==> src/rtl/pc_fetch_unit.sv <==
// pc_fetch_unit: LEGv8 instruction-fetch stage.
// Keeps the PC, issues one word fetch at a time to instruction memory and
// buffers {pc, instr} pairs for decode. A taken branch from execute redirects
// the PC to branch_pc + (imm << 2) and flushes all wrong-path work.
//
// Handshakes: a transfer happens on a cycle where valid && ready are both 1
// at the rising clock edge. imem_req_valid and imem_addr depend only on
// registered state, never on imem_req_ready. Once imem_req_valid is raised,
// it stays high with a constant imem_addr until accepted, unless a redirect
// occurs. imem_rsp_valid is a one-cycle, in-order pulse with no ready.
// if_valid/if_pc/if_instr come straight from registers. Decode pops the head
// on if_valid && if_ready.
module pc_fetch_unit #(
    parameter int unsigned       ADDR_W   = 64,
    parameter logic [ADDR_W-1:0] RESET_PC = '0,
    parameter int unsigned       QDEPTH   = 2
) (
    input  logic              clk,
    input  logic              rst_n,
    output logic              imem_req_valid,
    input  logic              imem_req_ready,
    output logic [ADDR_W-1:0] imem_addr,
    input  logic              imem_rsp_valid,
    input  logic [31:0]       imem_rsp_data,
    input  logic              redirect_valid,
    input  logic [ADDR_W-1:0] redirect_pc,
    input  logic [63:0]       redirect_imm,
    output logic              if_valid,
    input  logic              if_ready,
    output logic [31:0]       if_instr,
    output logic [ADDR_W-1:0] if_pc,
    output logic [1:0]        dbg_state
);

    localparam int CW = $clog2(QDEPTH + 1);
    localparam logic [CW-1:0] QD = CW'(QDEPTH);

    typedef enum logic [1:0] {
        S_REQ  = 2'd0,
        S_WAIT = 2'd1,
        S_HOLD = 2'd2
    } state_t;

    state_t            r_state;
    state_t            w_state_nxt;
    logic              r_armed;
    logic              r_drop;
    logic [ADDR_W-1:0] r_pc;
    logic [ADDR_W-1:0] r_fetch_pc;
    logic [CW-1:0]     r_count;
    logic [ADDR_W-1:0] r_q_pc    [QDEPTH];
    logic [31:0]       r_q_instr [QDEPTH];

    logic [ADDR_W-1:0] w_q_pc_nxt    [QDEPTH];
    logic [31:0]       w_q_instr_nxt [QDEPTH];
    logic [CW-1:0]     w_count_nxt;
    logic [CW-1:0]     w_wr_idx;
    logic [ADDR_W-1:0] w_pc_tgt;
    logic              w_space;
    logic              w_req_fire;
    logic              w_rsp_take;
    logic              w_push;
    logic              w_pop;
    logic              w_unused_imm;

    // Branch target: offset is in words, so shift left by two; wraps modulo 2^ADDR_W.
    assign w_pc_tgt     = redirect_pc + {redirect_imm[ADDR_W-3:0], 2'b00};
    // Upper immediate bits beyond ADDR_W shift out of the target.
    assign w_unused_imm = ^redirect_imm[63:ADDR_W-2];

    assign w_space    = (r_count < QD);
    assign w_req_fire = imem_req_valid && imem_req_ready;
    assign w_rsp_take = (r_state == S_WAIT) && imem_rsp_valid;
    // A redirect kills both the arriving response and any same-cycle pop.
    assign w_push     = w_rsp_take && !r_drop && !redirect_valid;
    assign w_pop      = if_valid && if_ready && !redirect_valid;
    assign w_wr_idx   = r_count - CW'(w_pop);

    // State register.
    always_ff @(posedge clk or negedge rst_n) begin
        if (!rst_n) begin
            r_state <= S_REQ;
        end else begin
            r_state <= w_state_nxt;
        end
    end

    // Next-state logic; a redirect overrides the normal transitions.
    always_comb begin
        w_state_nxt = r_state;
        case (r_state)
            S_REQ: begin
                if (w_req_fire) begin
                    w_state_nxt = S_WAIT;
                end else if (!redirect_valid && !w_space) begin
                    w_state_nxt = S_HOLD;
                end
            end
            S_WAIT: begin
                if (w_rsp_take) begin
                    w_state_nxt = S_REQ;
                end
            end
            S_HOLD: begin
                if (redirect_valid || w_space) begin
                    w_state_nxt = S_REQ;
                end
            end
            default: w_state_nxt = S_REQ;
        endcase
    end

    // Output logic: request only while in REQ with a free queue slot reserved.
    always_comb begin
        imem_req_valid = r_armed && (r_state == S_REQ) && w_space;
        imem_addr      = r_pc;
        dbg_state      = r_state;
    end

    // Request outputs stay low while reset is held and for the first cycle after release.
    always_ff @(posedge clk or negedge rst_n) begin
        if (!rst_n) begin
            r_armed <= 1'b0;
        end else begin
            r_armed <= 1'b1;
        end
    end

    // Drop flag marks the one outstanding response as wrong-path.
    always_ff @(posedge clk or negedge rst_n) begin
        if (!rst_n) begin
            r_drop <= 1'b0;
        end else if (redirect_valid) begin
            if (r_state == S_WAIT) begin
                r_drop <= !imem_rsp_valid;
            end else if (w_req_fire) begin
                r_drop <= 1'b1;
            end else begin
                r_drop <= 1'b0;
            end
        end else if (w_rsp_take) begin
            r_drop <= 1'b0;
        end
    end

    // PC advances on a kept response and jumps on a redirect.
    always_ff @(posedge clk or negedge rst_n) begin
        if (!rst_n) begin
            r_pc <= RESET_PC;
        end else if (redirect_valid) begin
            r_pc <= w_pc_tgt;
        end else if (w_push) begin
            r_pc <= r_pc + ADDR_W'(4);
        end
    end

    // Address of the request in flight, paired with its returning data.
    always_ff @(posedge clk or negedge rst_n) begin
        if (!rst_n) begin
            r_fetch_pc <= RESET_PC;
        end else if (w_req_fire) begin
            r_fetch_pc <= r_pc;
        end
    end

    // Queue next-state: shift on pop, write at the first free slot, clear on flush.
    always_comb begin
        for (int i = 0; i < int'(QDEPTH); i++) begin
            w_q_pc_nxt[i]    = r_q_pc[i];
            w_q_instr_nxt[i] = r_q_instr[i];
        end
        if (w_pop) begin
            for (int i = 0; i < int'(QDEPTH) - 1; i++) begin
                w_q_pc_nxt[i]    = r_q_pc[i+1];
                w_q_instr_nxt[i] = r_q_instr[i+1];
            end
            w_q_pc_nxt[QDEPTH-1]    = '0;
            w_q_instr_nxt[QDEPTH-1] = '0;
        end
        if (w_push) begin
            for (int i = 0; i < int'(QDEPTH); i++) begin
                if (i == int'(w_wr_idx)) begin
                    w_q_pc_nxt[i]    = r_fetch_pc;
                    w_q_instr_nxt[i] = imem_rsp_data;
                end
            end
        end
        if (redirect_valid) begin
            for (int i = 0; i < int'(QDEPTH); i++) begin
                w_q_pc_nxt[i]    = '0;
                w_q_instr_nxt[i] = '0;
            end
        end
    end

    // Queue occupancy: push and pop together leave it unchanged.
    always_comb begin
        if (redirect_valid) begin
            w_count_nxt = '0;
        end else begin
            w_count_nxt = r_count + CW'(w_push) - CW'(w_pop);
        end
    end

    // Queue storage registers; unused slots hold zero so an empty head reads 0.
    always_ff @(posedge clk or negedge rst_n) begin
        if (!rst_n) begin
            r_count <= '0;
            for (int i = 0; i < int'(QDEPTH); i++) begin
                r_q_pc[i]    <= '0;
                r_q_instr[i] <= '0;
            end
        end else begin
            r_count <= w_count_nxt;
            for (int i = 0; i < int'(QDEPTH); i++) begin
                r_q_pc[i]    <= w_q_pc_nxt[i];
                r_q_instr[i] <= w_q_instr_nxt[i];
            end
        end
    end

    assign if_valid = (r_count != '0);
    assign if_pc    = r_q_pc[0];
    assign if_instr = r_q_instr[0];

endmodule
==> config.mk <==
export PLATFORM = sky130hd
export DESIGN_NAME = pc_fetch_unit
export DESIGN_NICKNAME = d
export VERILOG_FILES = /design/src/rtl/pc_fetch_unit.sv
export SDC_FILE = /design/constraint.sdc
export NUM_CORES = 1
export LEC_CHECK = 0
export ABC_AREA = 0
export CELL_PAD_IN_SITES_DETAIL_PLACEMENT = 0
export CELL_PAD_IN_SITES_GLOBAL_PLACEMENT = 2
export CORE_MARGIN = 2
export CORE_UTILIZATION = 35
export CTS_CLUSTER_DIAMETER = 60
export DETAILED_ROUTE_END_ITERATION = 16
export GPL_TIMING_DRIVEN = 0
export PLACE_DENSITY_LB_ADDON = 0.1
export SYNTH_ARGS = -nofsm -noshare
export SYNTH_HDL_FRONTEND = slang
export SYNTH_SLANG_ARGS = --single-unit
==> constraint.sdc <==
create_clock -name clk -period 7.99 [get_ports clk]
set_input_delay 1.598 -clock clk [delete_from_list [all_inputs] [get_ports clk]]
set_output_delay 1.598 -clock clk [all_outputs]
set_load 0.01 [all_outputs]
==> run metrics <==
status=finished, final reports clean; IO Port Bufs=326; Peak VDD IR=~0.11 mV; CP Class=in2reg; antenna-violating nets left=0; DIE AREA=roughly 0.056 mm2; DR vias/cell=5.20; most frequent cells in the layout=nand2_1, dfrtp_1, clkdlybuf4s50_1; EDFF count, synth=0; distinct cell type count after synthesis=76; Post-CTS Setup Bufs=0; final hold vios=0; Rel. slew slack=5.17%; CP max FO=11; CTS max path bufs=3; register bit total from synthesis=326; leakage dissipation=between 9 and 10 nW; grt total ovfl=0; commonest non-fill, non-tap cell in the layout=nand2_1; GRT Util Overall=22.5%; Nets=2,768; Core Area=about 0.054 mm2; slowest stage cell, crit path=nor3_1; PwrDens=208 mW/mm2; CP required=8.44 ns; period utilization=63.9%; Worst EP arrival=5.56 ns; first-pass GRT wire length=between 90,000 and 100,000 um; final core occ=45.6%; worst skew pair latency=approximately 0.54 ns; CTS tree=yes; CTS buffer count=38; largest net degree at the start of global routing=99; Initial Util=35.4%; synth warn=0; Worst-path clk slew=~0.060 ns; fin crit period=5.11 ns; Adder-Cell Fraction of Synth Area=under 10%; die height=237 um; unrepaired setup endpoints after global routing=no; max cap viols=0; Remaining DRCs=0; CP Capture Type=flop; GR Layer Usage met2=a little over a third; met3 usage in global routing=between 3 and 4%; syn nets=around 2,400; number of global-route vias before repair=17,000; Avg Cell Area, Syn=8.78 um2; CP dominant cell by count=clkbuf_1; cts hold-fix bufs=0; final setup vio count=0; placement row count=85; clk sinks=326; Post-Synthesis Cells=2,167; fraction of layout cells with a size suffix above 1=10.2%; cell family with most CP delay=buffers and inverters; RePlAce Congestion=0.878; Overall Power=0.00509 W; asr flop ratio synth=between 90% and 100%; CP Launch Type=input port; Compound-Gate Fraction of Synth Area=about 17%; Synth Area in Simple Gates=19.5%; # fillers=approximately 5,400; largest family of logic cells by synthesized area=simple AND/OR/NAND/NOR gates; chip width=237 um; Root Buffer=clkbuf_16; ys flop type=dfrtp_1; Max Freq=196 MHz; Slew @ Worst Pin=approximately 1.4 ns; worst hold path type=reg2reg; hold slack=between 0.5 and 0.6 ns; fin. max-slew vios=0; GR Util met1=32.4%; via count=17,000; # resized after CTS=0; Seq/Total Area, Yosys=between 40% and 50%; R2R Setup Slk=3.88 ns; hpwl dp=48,400 um; Syn-to-layout area delta=28.9%; skew final=just over 0.02 ns; htree depth=2; crit path cell chain=buf_4 > inv_1 > nand3_1 > inv_2 > clkbuf_1 > ha_1 > nor3_1 > clkbuf_1 > clkbuf_1 > nand2_1 > a21oi_1; crit-path max cell delay=0.79 ns; drt wl/cell=between 15 and 20 um; Post-Synth XOR/XNOR Area=4.97%; buffer and inverter count on the worst path=6; antenna violations before repair=0; mapped cell area=about 0.019 mm2; final wirelength=about 64,000 um; DR pass1 iterations=5; post-synthesis mux area share=under 10%; # IOs=between 300 and 400; 1st-iter DRT viols=about 1,100; GRT busiest layer=met2
-- worst min-delay path: cells and delay by family, from the launching register on --
family / cells / cell delay (ns)
simple gates: 1 / 0.05
compound gates: 1 / 0.06
flops: 1 / 0.37
-- cell usage after synthesis (4+ instances only) --
| cell | n | area, um2 |
|---|---|---|
| nand2_1 | 389 | 1460 |
| dfrtp_1 | 326 | 8160 |
| a21oi_1 | 204 | 1020 |
| nor2_1 | 189 | 709 |
| nand3_1 | 134 | 671 |
| clkbuf_1 | 125 | 469 |
| buf_4 | 101 | 758 |
| a311oi_1 | 100 | 876 |
| xnor2_1 | 66 | 578 |
| ha_1 | 65 | 813 |
| mux2_2 | 65 | 732 |
| o21ai_0 | 63 | 315 |
| xor2_1 | 42 | 368 |
| nand4_1 | 33 | 206 |
| a21o_1 | 28 | 210 |
| inv_1 | 24 | 90.1 |
| nor3_1 | 18 | 90.1 |
| and3_1 | 15 | 93.8 |
| a211oi_1 | 11 | 82.6 |
| o21bai_1 | 11 | 82.6 |
| and2_1 | 8 | 50.1 |
| o21a_1 | 8 | 60.1 |
| o22ai_1 | 8 | 50.1 |
| buf_1 | 7 | 26.3 |
| mux2i_1 | 7 | 70.1 |
| o31ai_1 | 7 | 52.6 |
| a21boi_0 | 6 | 45.0 |
| a31oi_1 | 6 | 37.5 |
| nand2b_1 | 6 | 37.5 |
| nand3b_1 | 6 | 45.0 |
| and4_1 | 5 | 43.8 |
| buf_2 | 5 | 25.0 |
| nor2b_1 | 5 | 31.3 |
| nor4_1 | 5 | 31.3 |
| or3_1 | 5 | 31.3 |
| a31o_2 | 4 | 35.0 |
| nor3b_1 | 4 | 30.0 |
-- kinds of logic after synthesis --
| group | after synthesis |
|---|---|
| flops | 326 |
| simple gates | 840 |
| fa+ha+maj | 66 |
| other cells | 1 |
| buf+inv | 265 |
| mux | 72 |
| compound gates | 489 |
| xor+xnor | 108 |
-- per-stage QoR --
step	cells	setup WS [ns]	TNS [ns]	area (um2)
final	3261	2.88	0	24500
after global routing	3260	2.49	0	24500
after CTS	3260	2.71	0	24500
after detailed placement	3192	2.17	0	23200
after global placement	3189	-9.40	-3052.41	23200
after floorplan	2167	3.73	0	19000
-- area by class of cell --
| cell class | count | area (um2) | share of cell area (%) |
|---|---|---|---|
| Buffer | 240 | 1290 | 5.26 |
| Clock inverter | 15 | 148 | 0.602 |
| Clock buffer | 53 | 1120 | 4.57 |
| Multi-Input combinational cell | 1576 | 9490 | 38.7 |
| Timing Repair Buffer | 329 | 3350 | 13.7 |
| Inverter | 25 | 93.8 | 0.383 |
| Tap cell | 696 | 871 | 3.55 |
| Sequential cell | 326 | 8160 | 33.3 |
| Antenna cell | 1 | 2.50 | 0.0102 |
-- path summary, 6_finish.rpt --
check / startpoint / endpoint / depth (start not counted)
min in group asynchronous: rst_n / imem_addr[7]$_DFFE_PN0N_ / 1
hold / removal: r_fetch_pc[11]$_DFFE_PN0P_ / r_fetch_pc[11]$_DFFE_PN0P_ / 2
hold reg to reg: r_fetch_pc[11]$_DFFE_PN0P_ / r_fetch_pc[11]$_DFFE_PN0P_ / 2
max in group asynchronous: rst_n / imem_addr[63]$_DFFE_PN0N_ / 2
setup / recovery: redirect_valid / r_q_pc[58]$_DFF_PN0_ / 11
setup reg to reg: r_count[1]$_DFF_PN0_ / r_q_pc[58]$_DFF_PN0_ / 11
-- layer usage --
layer  part of all wire, %  vias to the layer above
li1                      -                     8323
met1                    48                     8120
met2                    44                      449
met3                   5.1                       74
met4                   2.2                        0
met5                     0                        -
-- sequential cells by signal, indices dropped and copies added, names as in the netlist --
signal      cells
dbg_state       2
if_instr       32
if_pc          64
imem_addr      64
r_armed         1
r_count         2
r_drop          1
r_fetch_pc     64
r_q_instr      32
r_q_pc         64
-- where the power goes --
part | total [W] | internal (W) | switching [W]
clock network | 0.00176 | 0.00105 | 0.000711
logic | 0.00117 | 0.000584 | 0.000587
registers | 0.00216 | 0.00187 | 0.000283
total | 0.00509 | 0.00351 | 0.00158
Power figures use the tool's default switching activity.
